<file path="src/rtl/huffman_decoder.sv">
// huffman_decoder: loads a (symbol, length, codeword) table, then decodes a serial MSB-first bitstream into symbols over valid/ready.
module huffman_decoder #(
  parameter int SYM_W = 8,
  parameter int MAX_LEN = 8,
  parameter int TBL_DEPTH = 16,
  parameter int CNT_W = 16,
  localparam int CW = $clog2(TBL_DEPTH) + 1
) (
  input  logic               i_clock,
  input  logic               i_rst_n,
  input  logic               i_tbl_valid,
  input  logic [SYM_W-1:0]   i_tbl_symbol,
  input  logic [3:0]         i_tbl_length,
  input  logic [MAX_LEN-1:0] i_tbl_code,
  input  logic               i_tbl_done,
  input  logic               i_tbl_clear,
  input  logic               i_bit_valid,
  input  logic               i_bit_in,
  output logic               o_bit_ready,
  output logic               o_sym_valid,
  output logic [SYM_W-1:0]   o_sym_out,
  input  logic               i_sym_ready,
  output logic               o_dec_error,
  output logic               o_tbl_overflow,
  output logic [CW-1:0]      o_tbl_count,
  output logic [CNT_W-1:0]   o_sym_count
);
  typedef enum logic [1:0] {LOAD, DECODE, OUTPUT, ERROR} state_t;
  state_t r_state, w_next;
  logic [SYM_W-1:0] r_tsym [TBL_DEPTH];
  logic [3:0] r_tlen [TBL_DEPTH];
  logic [MAX_LEN-1:0] r_tcode [TBL_DEPTH];
  logic [CW-1:0] r_count;
  logic r_ovf;
  logic [MAX_LEN-1:0] r_acc;
  logic [3:0] r_len;
  logic [SYM_W-1:0] r_sym_out;
  logic [CNT_W-1:0] r_sym_cnt;
  logic w_accept, w_hit, w_last, w_len_ok, w_full, w_write;
  logic [MAX_LEN-1:0] w_nacc, w_mask;
  logic [3:0] w_nlen;
  logic [SYM_W-1:0] w_hit_sym;
  assign w_accept = (r_state == DECODE) && i_bit_valid;
  assign w_nacc = {r_acc[MAX_LEN-2:0], i_bit_in};
  assign w_nlen = r_len + 4'd1;
  // Shifting by MAX_LEN yields an all-ones mask, covering full-length codes.
  assign w_mask = ~({MAX_LEN{1'b1}} << w_nlen);
  assign w_last = w_nlen == 4'(MAX_LEN);
  assign w_len_ok = (i_tbl_length != 4'd0) && (i_tbl_length <= 4'(MAX_LEN));
  assign w_full = r_count == CW'(TBL_DEPTH);
  assign w_write = (r_state == LOAD) && !i_tbl_clear && i_tbl_valid && w_len_ok && !w_full;
  // Scan from the top down so the lowest matching index is the one left standing.
  always_comb begin
    w_hit = 1'b0;
    w_hit_sym = '0;
    for (int i = TBL_DEPTH - 1; i >= 0; i--)
      if (CW'(i) < r_count && r_tlen[i] == w_nlen && ((r_tcode[i] ^ w_nacc) & w_mask) == '0) begin
        w_hit = 1'b1;
        w_hit_sym = r_tsym[i];
      end
  end
  always_comb begin
    w_next = r_state;
    if (i_tbl_clear) w_next = LOAD;
    else
      unique case (r_state)
        LOAD:    if (i_tbl_done) w_next = DECODE;
        DECODE:  if (w_accept) w_next = w_hit ? OUTPUT : w_last ? ERROR : DECODE;
        OUTPUT:  if (i_sym_ready) w_next = DECODE;
        default: w_next = ERROR;
      endcase
  end
  always_ff @(posedge i_clock or negedge i_rst_n)
    if (!i_rst_n) r_state <= LOAD;
    else r_state <= w_next;
  // Entries at or above r_count are invalid, so the table storage itself needs no reset.
  always_ff @(posedge i_clock)
    if (w_write) begin
      r_tsym[r_count[CW-2:0]] <= i_tbl_symbol;
      r_tlen[r_count[CW-2:0]] <= i_tbl_length;
      r_tcode[r_count[CW-2:0]] <= i_tbl_code;
    end
  always_ff @(posedge i_clock or negedge i_rst_n)
    if (!i_rst_n) begin
      r_count <= '0;
      r_ovf <= 1'b0;
      r_acc <= '0;
      r_len <= '0;
      r_sym_out <= '0;
      r_sym_cnt <= '0;
    end else if (i_tbl_clear) begin
      r_count <= '0;
      r_ovf <= 1'b0;
      r_acc <= '0;
      r_len <= '0;
      r_sym_cnt <= '0;
    end else begin
      if (w_write) r_count <= r_count + CW'(1);
      if (r_state == LOAD && i_tbl_valid && w_len_ok && w_full) r_ovf <= 1'b1;
      if (w_accept) begin
        r_acc <= (w_hit || w_last) ? '0 : w_nacc;
        r_len <= (w_hit || w_last) ? '0 : w_nlen;
        if (w_hit) r_sym_out <= w_hit_sym;
      end
      if (r_state == OUTPUT && i_sym_ready) r_sym_cnt <= r_sym_cnt + CNT_W'(1);
    end
  assign o_bit_ready = r_state == DECODE;
  assign o_sym_valid = r_state == OUTPUT;
  assign o_dec_error = r_state == ERROR;
  assign o_sym_out = r_sym_out;
  assign o_tbl_overflow = r_ovf;
  assign o_tbl_count = r_count;
  assign o_sym_count = r_sym_cnt;
endmodule

</file>
<file path="config.mk">
export PLATFORM = sky130hd
export DESIGN_NAME = huffman_decoder
export DESIGN_NICKNAME = d
export VERILOG_FILES = /design/src/rtl/huffman_decoder.sv
export SDC_FILE = /design/constraint.sdc
export NUM_CORES = 1
export LEC_CHECK = 0
export ABC_AREA = 0
export CELL_PAD_IN_SITES_DETAIL_PLACEMENT = 1
export CELL_PAD_IN_SITES_GLOBAL_PLACEMENT = 2
export CORE_MARGIN = 2
export CORE_UTILIZATION = 44
export DETAILED_ROUTE_END_ITERATION = 10
export PLACE_DENSITY = 0.87
export SLEW_MARGIN = 0
export SYNTH_ARGS = -nofsm -noshare
export SYNTH_HDL_FRONTEND = slang
export SYNTH_SLANG_ARGS = --single-unit
</file>
<file path="constraint.sdc">
create_clock -name i_clock -period 5.2 [get_ports i_clock]
set_clock_uncertainty 0.05 [all_clocks]
set_input_delay 0.78 -clock i_clock [delete_from_list [all_inputs] [get_ports i_clock]]
set_output_delay 0.78 -clock i_clock [all_outputs]
set_load 0.02 [all_outputs]
</file>
### Word-level counts from Yosys, hierarchy flattened

Memory sizes are Yosys's and may differ from the RTL's.
Cells that the tools add are included.

* word-level logic and storage cells: 211
* memories kept: 3
* input bits: 28
* output and inout port bits: 33
* bits in writable memories: 320
* flip-flop bits (word level): 43

Memories
* r_tcode: depth 16, width 8, rd ports 16, clocked after memory_dff 0, write ports 1, RTL line 32 `logic [MAX_LEN-1:0] r_tcode [TBL_DEPTH];`
* r_tsym: depth 16, width 8, rd ports 16, clocked after memory_dff 0, write ports 1, RTL line 30 `logic [SYM_W-1:0] r_tsym [TBL_DEPTH];`
* r_tlen: depth 16, width 4, rd ports 16, clocked after memory_dff 0, write ports 1, RTL line 31 `logic [3:0] r_tlen [TBL_DEPTH];`

* shifts and indexed selects: 1
* add/subtract/negate cells: 3
* bitwise logic cells: 34
* order comparisons: 17
* muxes and demuxes: 53
* reduce and logical (&&, ||, !) cells: 69
* eq/ne operators: 24

Operator list (count)
* 8-bit AND: 16
* 8-bit zero test: 16
* 8-bit two-way mux: 16
* 8-bit XOR: 16
* 4-bit == test: 16
* 1-bit logical AND: 42
* 4-bit by 5-bit < comparator with 1-bit output (first input constant): 8
* 16-bit two-way mux: 2
* 7-bit two-way mux: 3
* 3-bit by 5-bit < comparator with 1-bit output (first input constant): 4
* 1-bit two-way mux: 20
* 16-bit by 1-bit adder with 16-bit output (second input constant): 1
* 2-bit two-way mux: 6
* 4-bit two-way mux: 3
* 1-bit by 5-bit < comparator with 1-bit output (first input constant): 2
* 2-bit by 5-bit < comparator with 1-bit output (first input constant): 2
* 5-bit two-way mux: 2
* 8-bit inverter: 1
* 2-bit nonzero test: 4
* 8-bit by 4-bit left shift with 8-bit output (first input constant): 1
* 3-bit by 2-bit inequality test with 1-bit output (second input constant): 2
* 2-bit case mux with 3 select lines: 1
* 3-bit AND reduction: 2
* 5-bit by 1-bit adder with 5-bit output (second input constant): 1
* other kinds (12): 14

### Longest topological paths before layout

* word-level depth: 26
* mapped depth: 18
* mapped depth without buffers: 13

### Worst setup path before layout

No wires, ideal clock.

* path kind: register to register
* start point: register r_len[0]
* end point: register r_sym_out[5] (netlist: o_sym_out[5])
* arrival time: 3.675 ns
* slack: 1.345 ns
* cell stages (with the launch flop): 17
* buffers on the path: 4
* setup time: 0.130 ns
* data required time: 5.020 ns
* period minus slack after synthesis: 3.855 ns
* cell sequence: dfrtp_1 -> buf_6 -> buf_2 -> inv_1 -> ha_1 -> buf_4 -> buf_2 -> xnor2_1 -> nor4_1 -> o221ai_1 -> a221o_1 -> or4_1 -> nand2_1 -> o21ai_0 -> or4_1 -> nor3_1 -> o32ai_1

* cells in the longest elaborated chain, start to end: 23
* elaborated cells on any way between the ends: 116
* those cells by class: 1 x add/sub; 16 x eq/ne; 1 x shift; 32 x mux; 17 x bitwise; 49 x reduce/logical

Ends and longest elaborated chain
* from (decl): RTL line 36 `logic [3:0] r_len;`
* from (signal assigned): RTL line 102 `r_len <= (w_hit || w_last) ? '0 : w_nlen;`
* 4-bit by 1-bit adder with 4-bit output (*): RTL line 45 `assign w_nlen = r_len + 4'd1;`
* 8-bit by 4-bit left shift with 8-bit output: RTL line 47 `assign w_mask = ~({MAX_LEN{1'b1}} << w_nlen);`
* 8-bit inverter: RTL line 47
* 8-bit AND: RTL line 57 `if (CW'(i) < r_count && r_tlen[i] == w_nlen && ((r_tcode[i] ^ w_nacc) & w_mask) == '0) begin`
* 8-bit zero test: RTL line 57
* 1-bit logical AND: RTL line 57
* 1-bit two-way mux (16 in a row): RTL line 57
* 3-bit AND reduction (no line)
* to (signal assigned): RTL line 103 `if (w_hit) r_sym_out <= w_hit_sym;`
* to (decl): RTL line 37 `logic [SYM_W-1:0] r_sym_out;`

Every way passes the cells marked *; elsewhere a longest branch is shown, timed or not.
A chain may end at the register's enable or synchronous reset.

### Worst setup path in the final report

* start point: register r_len[1]
* end point: register r_sym_out[5] (netlist: o_sym_out[5])

The elaborated chain is that of the path after synthesis.

==> metrics.txt <==
run status complete, no violations; ant diodes 0; Critical Path Sink Type register; hold buffer count at cts 0; most common cell in the synthesized netlist edfxtp_1; half-perimeter wire length after placement 29.75 mm; share of the cycle needed by the critical path after routing 0.9072; number of flip-flops and latches in the synthesized netlist 363; required time reported for the critical path endpoint 5.57 ns; die area 0.03820 sq mm; dpl ws 0.5221 ns; Iter 0 DRT Violations about 850; per-instance average area after synthesis 13.74 sq um; number of nets in the finished design 1316; post-synthesis sequential area ratio 0.6626; post-cts repair resize count 0; length of routed wiring on met1 19.37 mm; net count after synthesis roughly 1200; clock-pin slew on the worst setup and hold paths approximately 0.060 ns; Die X 195.4 microns; Final Routed Wirelength roughly 45 mm; Die Y 195.4 microns; dominant cells by area after synthesis edfxtp_1 60%, dfrtp_1 6.7%, xnor2_1 6.3%; Synth async-reset ratio 0.1185; layout cell share with drive strength beyond 1 0.1258; biggest area consumer among synthesized cells edfxtp_1; final-layout setup total negative slack 0 ns; detailed route wirelength on metal2 approximately 22 mm; wire length of the first global-routing pass 68.23 mm; count of different cell masters after synthesis 79; power density normalized to cell area 338.4 mW/mm^2; critical path type reg -> reg; drt drc 0; worst vdd ir 0.2419 mV; Crit path arrival time 5.09 ns; count of final setup violators 0; Layout Area Growth over Synthesis 17.11%; Min Clock Period, post-route 4.718 ns; CTS Buf Count 41; clock sink count 363; initial antenna violation count 0; Mapped Area about 0.016 sq mm; max-capacitance violation count 0; vias in the first global route 11090; unrepaired setup endpoints after global routing no; vias per cell 5.854; clock buffer depth 3; fraction of synthesized cell area taken by the top area cell type 0.5959; Port Buffer Count 60; Primary FF master, synth edfxtp_1; Post-synth EDFFs 320; max-slew headroom at the worst pin 0.2883; kind of start point of the critical path register; initial core utilization 0.4436; Root Buffer Master clkbuf_16; gate count after technology mapping 1174; number of pins exceeding their max-slew limit in the final report 0; site row count 70; Hold/Removal Path Class in -> async; Commonest cells post-synth 320 x edfxtp_1, 116 x xnor2_1, 102 x nor2_1, 78 x xor2_1, 67 x nand2_1; Max H-tree Level 2; Core ar. 0.03635 sq mm; total number of vias 10420; Least-Margin Pin Slew 1.064 ns; total global routing track utilization 0.2376; sum of met3 wire segment lengths after detailed routing roughly 2.6 mm; number of cells on the worst reg-to-reg path 14; Max Clk Rate 0.2120 GHz; post-detailed-route count of antenna-violating nets 0; standby leakage power 6.454 nW; Synth warnings 0; uppermost signal routing layer after detailed routing met4; total global routing overflow 0; worst-skew pair later-pin latency ~0.54 ns; final hold violation count 0; final total power roughly 6.4 mW; Worst Setup Slack, final 0.4825 ns; clock tree from TritonCTS yes; setup fix buffers added after clock tree synthesis 0; count of TritonRoute iterations in the first routing pass 5; boundary pin count 61; crit path max fanout 16; largest net degree at the start of global routing 44; routability-driven placement congestion ratio 0.7987; average wire per standard cell 25.23 microns
==> layout by cell type, fill, tap and decap left out, drive strengths merged, types with 8 or more instances in the layout <==
master and n:
nand2 68, nor2 102, dfrtp 43, nand3 20, clkinv 14, xor2 79
and3 14, a221oi 17, nor4 12, a21oi 35, clkbuf 53, o2111ai 8
nand4 11, nor3 17, xnor2 116, mux2 8, o22ai 21, buf 58
o221ai 17, ha 9, o21ai 25, or3 10, a22oi 13, mux2i 14
edfxtp 320, inv 34, clkdlybuf4s50 59, a22o 9
==> area by class of cell <==
| cell class | count | area, sq um |
|---|---|---|
| clock inverters | 23 | 252.7 |
| well taps | 468 | 585.6 |
| inverters | 31 | 116.4 |
| fillers | 3532 | 17460 |
| repair buffers | 117 | 1023 |
| multi-input cells | 725 | 5087 |
| flip-flops and latches | 363 | 10690 |
| clock buffers | 53 | 1134 |
==> metrics by stage <==
| stage | cell area, sq um | std cells | hold WS, ns | util |
|---|---|---|---|---|
| after floorplan | 16130 | 1174 | 0.4344 | - |
| after global placement | 17500 | 1704 | 0.4307 | 0.4814 |
| after detailed placement | 17500 | 1704 | 0.4546 | 0.4814 |
| after CTS | 18880 | 1780 | 0.3242 | 0.5196 |
| after global routing | 18880 | 1780 | 0.3424 | 0.5196 |
| final | 18880 | 1780 | 0.3011 | 0.5196 |
==> critical path, stage by stage, from the launching register on <==
cell and delay [ns]:
dfrtp_1 0.40, ha_1 0.23, inv_1 0.09, ha_1 0.49
buf_4 0.38, xnor2_1 0.15, nor4_1 0.25, o21ai_1 0.12
a221oi_1 0.47, and2_1 0.48, a211oi_1 0.11, o211a_1 0.14
a2111oi_0 0.71, nor3_1 0.18, o32ai_1 0.34
==> registers in the layout (all words and copies together), names as in the netlist <==
name,cells
r_tcode,128
r_tsym,128
r_tlen,64
o_sym_count,16
o_sym_out,8
r_acc,7
o_tbl_count,5
r_len,4
r_state,2
o_tbl_overflow,1
==> worst paths after layout <==
path,startpoint,to,slack [ns]
worst max-delay path,r_len[1],o_sym_out[5],0.48
worst min-delay path,i_rst_n,o_tbl_count[2],0.30
worst max register to register,r_len[1],o_sym_out[5],0.48
worst min register to register,o_tbl_overflow,o_tbl_overflow,0.47
max in group asynchronous,i_rst_n,o_sym_out[3],4.35
min in group i_clock,o_tbl_overflow,o_tbl_overflow,0.47
==> power breakdown <==
part,switching (mW),internal [mW]
Sequential,0.0116,3.19
Combinational,0.148,0.0760
Clock,1.17,1.80
Total,1.33,5.06
==> routing by layer <==
layer / vias up / global-route usage
met5: - / 0
li1: 4603 / -
met4: 0 / 0.07945
met3: 77 / 0.03748
met1: 5374 / 0.3191
met2: 366 / 0.3960
==> kinds of logic after synthesis <==
logic type,after synthesis,share of synthesized area
flops,363,0.6626
simple gates,294,0.09008
compound gates,205,0.09311
xor+xnor,195,0.1071
buf+inv,86,0.02514
mux,22,0.01498
fa+ha+maj,9,0.006983
Note: power is estimated with default switching activity, not from simulation.
